==> src/rtl/memory_access_unit.sv <==
// Memory-stage load/store unit: drives a variable-latency req/ready data bus, builds store
// lanes, aligns/extends load data and stalls the pipeline while an access is outstanding.
module memory_access_unit #(
    parameter int         TIMEOUT_CYCLES = 256,
    parameter logic [1:0] LOAD_SRC       = 2'b01
) (
    input  logic        clk,
    input  logic        rst,
    input  logic        MemWriteM,
    input  logic [1:0]  ResultSrcM,
    input  logic [2:0]  AddressingControlM,
    input  logic [31:0] ALUResultM,
    input  logic [31:0] WriteDataM,
    output logic [31:0] ReadDataM,
    output logic        StallM,
    output logic        AccessFaultM,
    output logic        mem_req,
    output logic        mem_we,
    output logic [31:0] mem_addr,
    output logic [31:0] mem_wdata,
    output logic [3:0]  mem_be,
    input  logic        mem_ready,
    input  logic [31:0] mem_rdata
);

    localparam int CNT_W = $clog2(TIMEOUT_CYCLES);
    localparam logic [CNT_W-1:0] CNT_LAST = CNT_W'(TIMEOUT_CYCLES - 1);

    typedef enum logic {
        S_IDLE,
        S_WAIT
    } state_t;

    state_t           state;
    state_t           state_next;
    logic [CNT_W-1:0] cnt;
    logic [CNT_W-1:0] cnt_next;

    logic        is_store;
    logic        is_load;
    logic        access;
    logic        bad_funct3;
    logic        misaligned;
    logic        fault_check;
    logic [3:0]  store_be;
    logic [31:0] store_data;
    logic [31:0] shifted;
    logic [31:0] load_data;

    // A store takes priority when the EX/MEM register marks both a store and a load.
    assign is_store = MemWriteM;
    assign is_load  = !MemWriteM && (ResultSrcM == LOAD_SRC);
    assign access   = is_store || is_load;

    always_comb begin
        bad_funct3 = 1'b0;
        misaligned = 1'b0;
        case (AddressingControlM)
            3'b000: ;
            3'b001: misaligned = ALUResultM[0];
            3'b010: misaligned = |ALUResultM[1:0];
            3'b100: bad_funct3 = is_store;
            3'b101: begin
                bad_funct3 = is_store;
                misaligned = ALUResultM[0];
            end
            default: bad_funct3 = 1'b1;
        endcase
    end

    assign fault_check = access && (bad_funct3 || misaligned);

    always_comb begin
        store_be   = 4'b0000;
        store_data = WriteDataM;
        case (AddressingControlM)
            3'b000: begin
                store_data = {4{WriteDataM[7:0]}};
                store_be   = 4'b0001 << ALUResultM[1:0];
            end
            3'b001: begin
                store_data = {2{WriteDataM[15:0]}};
                store_be   = 4'b0011 << {ALUResultM[1], 1'b0};
            end
            3'b010: store_be = 4'b1111;
            default: ;
        endcase
    end

    assign shifted = mem_rdata >> {ALUResultM[1:0], 3'b000};

    always_comb begin
        case (AddressingControlM)
            3'b000:  load_data = {{24{shifted[7]}}, shifted[7:0]};
            3'b100:  load_data = {24'b0, shifted[7:0]};
            3'b001:  load_data = {{16{shifted[15]}}, shifted[15:0]};
            3'b101:  load_data = {16'b0, shifted[15:0]};
            default: load_data = shifted;
        endcase
    end

    assign mem_addr  = {ALUResultM[31:2], 2'b00};
    assign mem_wdata = store_data;

    always_ff @(posedge clk) begin
        if (rst) begin
            state <= S_IDLE;
            cnt   <= '0;
        end else begin
            state <= state_next;
            cnt   <= cnt_next;
        end
    end

    // WAIT relies on upstream being frozen, so it only watches ready and the timeout counter.
    always_comb begin
        state_next = state;
        cnt_next   = cnt;
        case (state)
            S_IDLE: begin
                if (access && !fault_check && !mem_ready) begin
                    state_next = S_WAIT;
                    cnt_next   = '0;
                end
            end
            S_WAIT: begin
                if (mem_ready || (cnt == CNT_LAST)) begin
                    state_next = S_IDLE;
                end else begin
                    cnt_next = cnt + 1'b1;
                end
            end
            default: state_next = S_IDLE;
        endcase
    end

    always_comb begin
        mem_req      = 1'b0;
        StallM       = 1'b0;
        AccessFaultM = 1'b0;
        mem_we       = 1'b0;
        mem_be       = 4'b0000;
        ReadDataM    = 32'b0;
        if (!rst) begin
            case (state)
                S_IDLE: begin
                    if (access) begin
                        if (fault_check) begin
                            AccessFaultM = 1'b1;
                        end else begin
                            mem_req = 1'b1;
                            StallM  = !mem_ready;
                        end
                    end
                end
                S_WAIT: begin
                    mem_req = 1'b1;
                    if (mem_ready) begin
                        StallM = 1'b0;
                    end else if (cnt == CNT_LAST) begin
                        AccessFaultM = 1'b1;
                    end else begin
                        StallM = 1'b1;
                    end
                end
                default: ;
            endcase
            mem_we = mem_req && is_store;
            if (mem_req && is_store) begin
                mem_be = store_be;
            end
            // A timed-out load never sees ready, so its result stays zero.
            if (mem_req && is_load && mem_ready) begin
                ReadDataM = load_data;
            end
        end
    end

endmodule
==> config.mk <==
export PLATFORM = sky130hd
export DESIGN_NAME = memory_access_unit
export DESIGN_NICKNAME = d
export VERILOG_FILES = /design/src/rtl/memory_access_unit.sv
export SDC_FILE = /design/constraint.sdc
export NUM_CORES = 1
export LEC_CHECK = 0
export ABC_AREA = 0
export BUFFER_PORTS_ARGS = -buffer_cell sky130_fd_sc_hd__buf_2
export CORE_AREA = 2 2 81 83
export DETAILED_ROUTE_END_ITERATION = 7
export DIE_AREA = 0 0 83 85
export PLACE_DENSITY = 0.78
export RECOVER_POWER = 25
export SYNTH_ARGS = -nofsm -noshare
export SYNTH_HDL_FRONTEND = slang
export SYNTH_SLANG_ARGS = --single-unit
==> constraint.sdc <==
create_clock -name clk -period 3.47 [get_ports clk]
set_input_delay 0.1735 -clock clk [delete_from_list [all_inputs] [get_ports clk]]
set_output_delay 0.1735 -clock clk [all_outputs]
set_load 0.02 [all_outputs]
### Yosys cells after proc, flatten, opt, wreduce, memory -nomap -nowiden

Cells that the tools add are included.

* div/mod/pow operators: 0
* multiplexer cells: 33
* add/sub/neg operators: 1
* equal/unequal tests: 8
* reduce and logical (&&, ||, !) cells: 19
* multiply operators: 0
* shifts and indexed selects: 3
* $lt $le $gt $ge: 0
* bitwise operators: 1

Operator list (count)
* $pmux 32 s4: 1
* $mux 32: 2
* $pmux 32 s2: 1
* $shr 32x5->32: 1
* $mux 1: 17
* $mux 8: 2
* $pmux 8 s2: 1
* $pmux 1 s2: 6
* $pmux 4 s3: 1
* $add 8x1->8 const B: 1
* $eq 8x8->1 const B: 1
* $mux 4: 2
* $logic_and 1x1->1: 7
* $eq 3x3->1 const B: 2
* $reduce_or 2->1: 3
* $ne 2x2->1 const B: 2
* $shl 1x2->4 const A: 1
* $shl 2x2->4 const A: 1
* $eq 3x1->1 const B: 1
* $eq 3x2->1 const B: 1
* $logic_not 1->1: 3
* $logic_not 3->1: 1
* $logic_or 1x1->1: 3
* $reduce_or 3->1: 1
* other kinds (3): 3

* bits in read-only memories: 0
* memories kept: 0
* output and inout bits: 104
* register bits after elaboration: 9
* bits in latches: 0
* memory bits (writable): 0
* input bits: 105
* logic and storage cells: 67

### Depth between registers and ports, before layout

Gate-level depths: netlist (run 1).

* word-level depth: 13
* depth in mapped cells: 7
* depth with buffers taken out: 5

### Worst setup path before layout (run 1)

OpenSTA, ideal clock, no wires.

* path type: in2out
* from: in AddressingControlM[0]
* to: out ReadDataM[0]
* required time: 3296 ps
* arrival: 1760 ps
* path buffers: 1
* slack: 1536 ps
* stages on the path: 5
* cells stage by stage: buf_2 -> or4_4 -> a31oi_4 -> nand4_4 -> a211oi_1

* cells in the longest elaborated chain, start to end: 13
* elaborated cells on any way between the ends: 20
* those cells by class: 4 x eq/ne; 8 x mux; 8 x reduce/logical

Ends and longest elaborated chain
* start, declared: RTL line 11 `input logic [2:0] AddressingControlM,`
* $eq 3x1->1 (tied with other cells): RTL line 58 `case (AddressingControlM)`
* $reduce_or 3->1 (no source line) / $reduce_or 2->1 (equally long branches)
* $pmux 1 s2: RTL line 58
* $logic_or 1x1->1 *: RTL line 71 `assign fault_check = access && (bad_funct3 || misaligned);`
* $logic_and 1x1->1 *: RTL line 71
* $mux 1 *: RTL line 148 `if (fault_check) begin`
* $mux 1 *: RTL line 147 `if (access) begin`
* $pmux 1 s2 *: RTL line 145 `case (state)`
* $mux 1 *: RTL line 144 `if (!rst) begin`
* $logic_and 1x1->1 * (2 in series): RTL line 173 `if (mem_req && is_load && mem_ready) begin`
* $mux 32 *: RTL line 173
* $mux 32 *: RTL line 144
* end, declared: RTL line 14 `output logic [31:0] ReadDataM,`

Every way passes the cells marked *; elsewhere a longest branch is shown, timed or not. The select of a mux whose other input is x is not followed.

### Worst setup path in the final report (run 1)

* from: in ALUResultM[0]
* to: out ReadDataM[28]

* cells in the longest elaborated chain, start to end: 12
* elaborated cells on any way between the ends: 14
* those cells by class: 1 x shift; 8 x mux; 5 x reduce/logical

Ends and longest elaborated chain
* start, declared: RTL line 12 `input logic [31:0] ALUResultM,`
* $reduce_or 2->1: RTL line 61 `3'b010: misaligned = |ALUResultM[1:0];`
* $pmux 1 s2: RTL line 58
* $logic_or 1x1->1: RTL line 71
* $logic_and 1x1->1: RTL line 71
* $mux 1: RTL line 148
* $mux 1: RTL line 147
* $pmux 1 s2: RTL line 145
* $mux 1: RTL line 144
* $logic_and 1x1->1 (2 in series): RTL line 173
* $mux 32 *: RTL line 173
* $mux 32 *: RTL line 144

Marked as above.

==> results of run 1 <==
-- power groups by stage --
stage	clock network, uW	logic (uW)	registers, uW
after floorplan	0	230	107
after global placement	0	268	108
after detailed placement	0	272	108
after CTS	129	273	106
after global routing	134	297	106
final	129	274	106
-- cells by family (layout without fill, tap and decap cells) --
group | count (synthesis) | count (layout) | synth area share (%)
fa+ha+maj | 1 | 1 | 0.5820
mux | 50 | 50 | 25.20
simple gates | 93 | 93 | 21.13
flops | 9 | 9 | 8.382
compound gates | 80 | 80 | 24.39
buf+inv | 68 | 160 | 20.14
other cells | 1 | 2 | 0.1745
-- flip-flops by register name (all words and copies together) (netlist names) --
register  count
cnt           8
state         1
-- through the flow --
step                area [um2]  utilization (%)
finish                    2640            42.55
CTS                       2640            42.55
global placement          2595            41.82
floorplan                 2153                -
global route              2640            42.55
detailed placement        2595            41.82
-- worst max-delay path, stage by stage --
cell and delay [ns]:
buf_2 0.60, mux2i_1 0.23, mux4_2 0.47, nand2b_1 0.39, a21oi_1 0.26, buf_2 0.20
-- final timing paths --
check                       from                   to  cells past startpoint
max                ALUResultM[0]        ReadDataM[28]                      6
min                          rst  cnt[6]$_SDFFE_PP0P_                      2
max reg2reg  cnt[0]$_SDFFE_PP0P_  cnt[1]$_SDFFE_PP0P_                      5
min reg2reg  cnt[1]$_SDFFE_PP0P_  cnt[1]$_SDFFE_PP0P_                      2
-- layout by cell type (no fill, tap or decap), types with 2 or more instances in the layout --
cell type,n
nor2_1,30
inv_1,7
o22ai_1,2
a211oi_1,3
a21oi_1,41
nand3_1,3
nor2b_1,4
nor3_1,6
mux2i_1,26
or2_2,2
buf_4,2
buf_2,146
and2_1,6
o32ai_1,3
nand2_1,26
a211oi_2,6
nor2_2,2
mux2_2,23
o21ai_0,12
clkbuf_8,3
or3_1,2
nand2b_1,3
a31oi_1,3
nand4_1,2
conb_1,2
dfxtp_1,9
-- synth_stat cells, types with 2 or more instances --
master	number	area share [%]
o22ai_1	2	0.58
mux2i_1	26	12
a31oi_1	3	0.87
nand3_1	3	0.70
buf_4	40	14
a21oi_1	41	9.5
a211oi_1	3	1.0
a211oi_2	6	3.5
nor2_1	31	5.4
nand2b_1	3	0.87
dfxtp_1	9	8.4
clkbuf_1	7	1.2
o32ai_1	3	1.2
and2_1	6	1.7
or3_1	2	0.58
nand2_1	26	4.5
or2_2	2	0.58
inv_1	7	1.2
mux2_2	23	12
nor3_1	6	1.4
buf_2	10	2.3
o21ai_0	12	2.8
nor2b_1	4	1.2
nand4_1	2	0.58
buf_6	2	1.0
-- routing by layer --
| metal | vias up | global-route usage, % | share of wire, % |
|---|---|---|---|
| met1 | 1119 | 22.78 | 39 |
| met5 | - | 0 | 0 |
| li1 | 1231 | - | - |
| met3 | 22 | 3.988 | 9.0 |
| met2 | 119 | 33.65 | 50 |
| met4 | 0 | 4.322 | 2.0 |
-- cell type report --
type                       instances  area, um2
fill                             638       3565
timing repair buffer             148      745.7
multi-input combinational        226       1543
tap                               77      96.34
inverter                           8      30.03
clock buffer                       4      45.04
sequential                         9      180.2
==> qor.yml, run 1 <==
clocking:
  ctsRootBufferMaster: "clkbuf_8"
  cts_hold_buffers: 0
  clk_latency_ns: 0.24
  post-cts-setup-buffer-count: 0
  cts_made_buffers: 3
  cts_tree: "built"
  clock-sinks: 9
  ctsResizeCount: 0
  htree_levels: 1
  cts_buffer_depth: 2
  clkTransAtPathRegs_ns: 0.05
power_and_ir_drop:
  power_density_nw_per_um2: 193.0
  pwr-share-comb_pct: 53.9
  finalPower_uw: 509.4
  switching_power_uw: 213.1
  sequentialPowerShare_pct: 20.9
  clockPowerShare_pct: 25.3
  swShare_pct: 41.83
  leakagePower_uw: 0.001300
  irDropWorstVdd_uv: 211.3
  internal_power_uw: 296.3
timing:
  worst_pin_slew_ns: 0.8216
  rsz0062_at_grt: "no"
  finalHoldViolCount: 0
  slew_headroom_pct: 44.81
  slew_violations: 0
  tns_ns: 0
  finalCritPeriodShare_pct: 72.85
  fin_ws_ns: 0.9420
  skew_ns: 0.0003524
  whs_ns: 0.3144
  min_period_ns: 2.528
  fmax_ghz: 0.3956
  finalSetupViolCount: 0
die:
  core_um2: 6205
  row_count: 29
  pin_count: 209
  die_x_um: 83
  die_area_um2: 7055
  start_util_pct: 34.64
  die_h_um: 85
worst_setup_path:
  critical_path_class: "primary input to primary output"
  crit_path_end_kind: "primary output"
  r2r_slack_ns: 1.75
  worst_ep_required_time_ns: 3.30
  cp.arrival_ns: 2.35
  path_max_fanout: 33
  cp-start-kind: "primary input"
final_layout:
  nNetsFinal: 502
  drive_gt1_share_pct: 48.10
  final_cells: 472
  antenna_cells: 0
  area_growth_pct: 22.82
global_routing:
  antenna_found_initial: 0
  grt_max_degree: 34
  first_global_vias: 2275
  grtUsageTotal_pct: 18.68
  grt_pass1_wl_um: 11050
  overflow: 0
yosys:
  synth_seq_cells: 9
  synth_cell_types: 48
  postSynthAreaPerCell_um2: 7.118
  synth_edf_count: 0
  seq_area_frac_synth_pct: 8.382
  async_flop_share_pct: 0
  ys_warn_count: 0
  syn_area_um2: 2150
  synth_cells: 302
  synth_flop_cell: "dfxtp_1"
placement:
  place_inst: 468
  numPortBuffers: 146
  pre_cts_ws_ns: 0.9921
  dp_hpwl_um: 5783
  gp_congestion: 0.8800
route:
  viasPerCell: 5.278
  wirelength_um: 7194
  drtPass1Iterations: 4
  first_iter_violations: 135
  antenna_left: 0
  via_count: 2491
  drcViolationCount: 0
  post_drt_wl_per_cell_um: 15.24
job:
  max-cap-violations: 0
status:
  status: "finished clean"
min_path:
  hp-class: "primary input to flip-flop"
Note: power is estimated with default switching activity, not from simulation.
==> inputs of run 2 (changes only) <==
ABC_AREA = 1   (was 0)
CORE_AREA = default   (was 2 2 81 83)
CORE_MARGIN = 2   (was default)
CORE_UTILIZATION = 34   (was default)
DIE_AREA = default   (was 0 0 83 85)
clock period = 2.05 ns   (was 3.47 ns; I/O delays follow)
==> run 2 against run 1 <==
  * Synthesized cell count is 30% higher
  * Via count is 15% higher
  * Non-clock buffer count increased by 7
  * Sequential share of layout area is 0.29 points lower
==> qor.yml, run 2 <==
status:
  status: "finished clean"
clocking:
  cts_hold_buffers: 0
  post-cts-setup-buffer-count: 0
  clock-sinks: 9
  clk_latency_ns: 0.24
  cts_buffer_depth: 2
  clkTransAtPathRegs_ns: 0.05
  cts_tree: "built"
  ctsRootBufferMaster: "clkbuf_8"
  htree_levels: 1
  ctsResizeCount: 0
  cts_made_buffers: 3
placement:
  dp_hpwl_um: 5868
  numPortBuffers: 146
  gp_congestion: 0.9682
  pre_cts_ws_ns: 0.2900
  dpl_cell_area_um2: 2711
worst_setup_path:
  worst_ep_required_time_ns: 1.95
  crit_path_start: "cnt[0]$_SDFFE_PP0P_"
  cpMaxStageDelayCell: "dfxtp_1"
  cp-start-kind: "flip-flop"
  crit_chain: "ha_1 -> nand2_1 -> nor2_1 -> nand3_1 -> nand3_1 -> nor2_1 -> buf_2"
  critical_path.top_delay_family: "simple AND/OR/NAND/NOR gates"
  cp.arrival_ns: 1.67
  path_max_fanout: 6
  worstPathBufferInverterCount: 1
  slowest_delay_ns: 0.35
  critical_path_class: "flip-flop to primary output"
  crit_path_end_kind: "primary output"
  timing.rr.start: "cnt[0]$_SDFFE_PP0P_"
route:
  via_count: 2858
  drtPass1Iterations: 4
  drcViolationCount: 0
  viasPerCell: 4.979
  post_drt_wl_per_cell_um: 12.71
  antenna_left: 0
  wirelength_um: 7296
  first_iter_violations: 211
yosys:
  seq_area_frac_synth_pct: 8.168
  synth_top_cell_by_area: "nand2_1"
  synth_flop_cell: "dfxtp_1"
  synth.most_common_cell: "nand2_1"
  synth_seq_cells: 9
  async_flop_share_pct: 0
  synth_top_area_share_pct: 15.14
  synth_cells: 394
  synth_common_cells: "nand2_1 (89), inv_1 (48), buf_4 (40)"
  postSynthAreaPerCell_um2: 5.599
  synth_cell_types: 36
  synth_area_leaders: "nand2_1 (15%), buf_4 (14%), dfxtp_1 (8.2%)"
  synth_edf_count: 0
  syn_area_um2: 2206
  ys_warn_count: 0
power_and_ir_drop:
  pwr-share-comb_pct: 55.8
  sequentialPowerShare_pct: 20.6
  power_density_nw_per_um2: 324.8
  internal_power_uw: 499.2
  irDropWorstVdd_uv: 373.5
  clockPowerShare_pct: 23.6
  switching_power_uw: 396.6
  finalPower_uw: 895.8
  swShare_pct: 44.27
  leakagePower_uw: 0.001629
final_layout:
  final_area_um2: 2758
  drive_gt1_share_pct: 40.85
  largest_register_ffs: 8
  multiInputGateArea_um2: 1430
  layout_commonest_cell: "buf_2"
  nFillCells: 682
  reg_top3: "cnt x8, state x1"
  final_cell_mix: "buf_2 (146), nand2_1 (89), inv_1 (48)"
  area_growth_pct: 25.01
  antenna_cells: 0
  regMostFlops: "cnt"
  nNetsFinal: 604
  regArea_um2: 180.2
die:
  die_area_um2: 7148
  row_count: 29
  core_um2: 6314
  pin_count: 209
  start_util_pct: 34.94
  die_h_um: 84.55
  die_x_um: 84.55
global_routing:
  antenna_found_initial: 0
  overflow: 0
  grtUsageTotal_pct: 19.68
  grt_max_degree: 20
  first_global_vias: 2694
  grt_pass1_wl_um: 12040
timing:
  whs_ns: 0.09921
  finalSetupViolCount: 0
  slew_violations: 0
  finalHoldViolCount: 0
  min_period_ns: 1.769
  rsz0062_at_grt: "no"
  finalCritPeriodShare_pct: 86.31
  fin_ws_ns: 0.2807
  fmax_ghz: 0.5652
  skew_ns: 0.004607
  tns_ns: 0
min_path:
  min_from: "rst"
  hp-class: "primary input to flip-flop"
job:
  max-cap-violations: 0
## run 2: routing by layer
layer	wire, um	global-route usage [%]	vias up	share of wire [%]
met1	2984	24.81	1263	41
li1	-	-	1433	-
met2	3557	34.43	138	49
met5	0	0	-	0
met4	145	6.782	0	2.0
met3	608	2.458	24	8.3
## run 2: power by group through the flow
stage | Combinational [uW] | Sequential [uW] | Clock (uW)
3_3_place_gp | 491 | 187 | 0
4_1_cts | 498 | 184 | 217
6_report | 500 | 184 | 212
5_1_grt | 551 | 184 | 224
3_5_place_dp | 496 | 187 | 0
2_1_floorplan | 405 | 186 | 0
## run 2: worst paths after layout
check / cells past startpoint / slack (ns) / endpoint
min reg2reg: 2 / 0.49 / cnt[1]$_SDFFE_PP0P_
min: 2 / 0.1 / cnt[3]$_SDFFE_PP0P_
max reg2reg: 9 / 0.39 / cnt[0]$_SDFFE_PP0P_
max: 7 / 0.28 / StallM
## run 2: logic make-up (layout without fill, tap and decap cells)
group / after synthesis / after routing / synth area share [%]
other: 1 / 2 / 0.1700
multiplexers: 8 / 8 / 3.970
AND/OR/NAND/NOR: 184 / 184 / 38.57
flip-flops: 9 / 9 / 8.168
AO/OA/AOI/OAI: 79 / 79 / 21.38
buffers and inverters: 112 / 214 / 27.17
adder cells (fa/ha/maj): 1 / 1 / 0.5671
## run 2: layout make-up
| type | instances | share of cell area (%) |
|---|---|---|
| sequential | 9 | 6.534 |
| multi-input combinational | 274 | 51.86 |
| clock buffer | 3 | 1.497 |
| tap | 77 | 3.494 |
| inverter | 55 | 7.486 |
| clock inverter | 1 | 0.1815 |
| timing repair buffer | 155 | 28.95 |
## run 2: through the flow
step	std cells	utilization (%)
floorplan	395	-
global placement	570	42.94
detailed placement	570	42.94
CTS	574	43.68
global route	574	43.68
finish	574	43.68
==> inputs of run 3 (changes only) <==
CORE_ASPECT_RATIO = 0.8   (was default)
==> run 3 against run 2 <==
  * Largest power group unchanged
  * Worst hold slack improved by 0.022 ns
  * Global-route usage rose by 0.89 points
  * Largest cell class unchanged
  * Combinational power rose by 1%
  * Cell count rose by 1.0%
  * Critical path type unchanged
  * First-iteration DRC count fell by 38%
  * Via count rose by 1.8%
  * Clock power barely moved
  * Critical path depth did not move
  * Sequential cell count did not move
==> qor.yml, run 3 (synthesis results as in run 2) <==
clocking:
  cts_hold_buffers: 0
  cts_made_buffers: 3
  clock-sinks: 9
  cts_tree: "built"
  htree_levels: 1
  cts_buffer_depth: 2
  clkTransAtPathRegs_ns: 0.05
  ctsRootBufferMaster: "clkbuf_8"
  clk_latency_ns: 0.24
power_and_ir_drop:
  leakagePower_uw: 0.001625
  power_density_nw_per_um2: 325.6
  irDropWorstVdd_uv: 249.5
timing:
  fmax_ghz: 0.5485
  min_period_ns: 1.823
  whs_ns: 0.1216
  finalHoldViolCount: 0
  tns_ns: 0
  finalSetupViolCount: 0
  skew_ns: 0.005011
  slew_violations: 0
  finalCritPeriodShare_pct: 88.94
  rsz0062_at_grt: "no"
job:
  max-cap-violations: 0
die:
  die_h_um: 76.05
  start_util_pct: 34.77
  row_count: 26
  die_area_um2: 7152
  die_x_um: 94.06
  core_um2: 6344
  pin_count: 209
final_layout:
  nNetsFinal: 603
  regArea_um2: 180.2
  antenna_cells: 0
  multiInputGateArea_um2: 1443
  final_cell_mix: "buf_2 (146), nand2_1 (89), inv_1 (48)"
  drive_gt1_share_pct: 40.93
  area_growth_pct: 25.64
  nFillCells: 698
  reg_top3: "cnt x8, state x1"
  regMostFlops: "cnt"
  final_area_um2: 2771
  largest_register_ffs: 8
  layout_commonest_cell: "buf_2"
route:
  antenna_left: 0
  drtPass1Iterations: 5
  drcViolationCount: 0
  via_count: 2910
  first_iter_violations: 130
  wirelength_um: 7754
  viasPerCell: 5.017
  post_drt_wl_per_cell_um: 13.37
worst_setup_path:
  path_max_fanout: 11
  crit_chain: "ha_1 -> nand2_1 -> nor2_1 -> nand3_1 -> nand3_4 -> nor2_1 -> buf_2"
  slowest_delay_ns: 0.36
  crit_path_end_kind: "primary output"
  cpMaxStageDelayCell: "dfxtp_1"
  critical_path_class: "flip-flop to primary output"
  worst_ep_required_time_ns: 1.95
  cp.arrival_ns: 1.72
  cp_common_cell: "nor2_1"
  cp-start-kind: "flip-flop"
placement:
  dpl_cell_area_um2: 2713
  dp_hpwl_um: 6388
  numPortBuffers: 146
  gp_congestion: 0.8540
global_routing:
  first_global_vias: 2672
  grtUsageTotal_pct: 20.58
  met2_usage_pct: 35.14
  grt_max_degree: 20
  top_usage_layer: "met2"
  antenna_found_initial: 0
  overflow: 0
  grt_pass1_wl_um: 12320
  met3_usage_pct: 4.748
  grt_util_met1_pct: 25.66
min_path:
  hp-class: "primary input to flip-flop"
status:
  status: "finished clean"
-- run 3: cell count changes in the layout (fill, tap and decap cells not counted) --
cell,change
nand3_4,+1
buf_4,-1
nand3_1,-1
-- run 3: layout make-up --
| cell class | instances | area share [%] |
|---|---|---|
| Tap cell | 84 | 3.792 |
| Multi-Input combinational cell | 274 | 52.05 |
| Clock buffer | 3 | 1.490 |
| Inverter | 55 | 7.449 |
| Timing Repair Buffer | 154 | 28.53 |
| Sequential cell | 9 | 6.501 |
| Clock inverter | 1 | 0.1806 |
-- run 3: path summary, 6_finish.rpt --
| path | startpoint | to | slack (ns) | depth (start not counted) |
|---|---|---|---|---|
| setup reg to reg | cnt[1]$_SDFFE_PP0P_ | cnt[1]$_SDFFE_PP0P_ | 0.50 | 8 |
| setup / recovery | cnt[1]$_SDFFE_PP0P_ | StallM | 0.23 | 7 |
| hold / removal | rst | cnt[3]$_SDFFE_PP0P_ | 0.12 | 2 |
| hold reg to reg | cnt[4]$_SDFFE_PP0P_ | cnt[4]$_SDFFE_PP0P_ | 0.51 | 2 |
-- run 3: per-stage QoR --
step	power [uW]	util (%)	cells	setup WS, ns
6_report	902.3	43.69	580	0.2267
4_1_cts	897.8	43.49	580	0.07255
3_3_place_gp	679.0	42.76	576	0.3360
2_1_floorplan	590.8	-	395	0.4502
3_5_place_dp	685.8	42.76	576	0.3030
5_1_grt	965.2	43.69	580	0.04706
-- run 3: repair_timing --
| action | CTS | global route |
|---|---|---|
| setup buffers | 0 | 0 |
| resized for setup | 0 | 2 |
| setup endpoints to repair | 0 | 1 |
-- run 3: per-layer routing --
layer,vias up,share of wire (%)
met5,-,0
met4,0,1.6
met3,15,9.5
met2,159,48
met1,1309,41
li1,1427,-
-- run 3: power breakdown --
| group | switching [uW] | total (uW) | leakage [uW] | internal (uW) |
|---|---|---|---|---|
| Sequential | 3.89 | 184 | 0.0000729 | 180 |
| Clock | 79.7 | 213 | 0.0000255 | 133 |
| Combinational | 320 | 505 | 0.00153 | 185 |
-- run 3: worst max-delay path, delay by kind of cell (launching register included) --
family	cells	cell delay (ns)
and+or+nand+nor	5	0.78
buffers and inverters	1	0.16
DFF	1	0.36
adders and majority gates	1	0.19
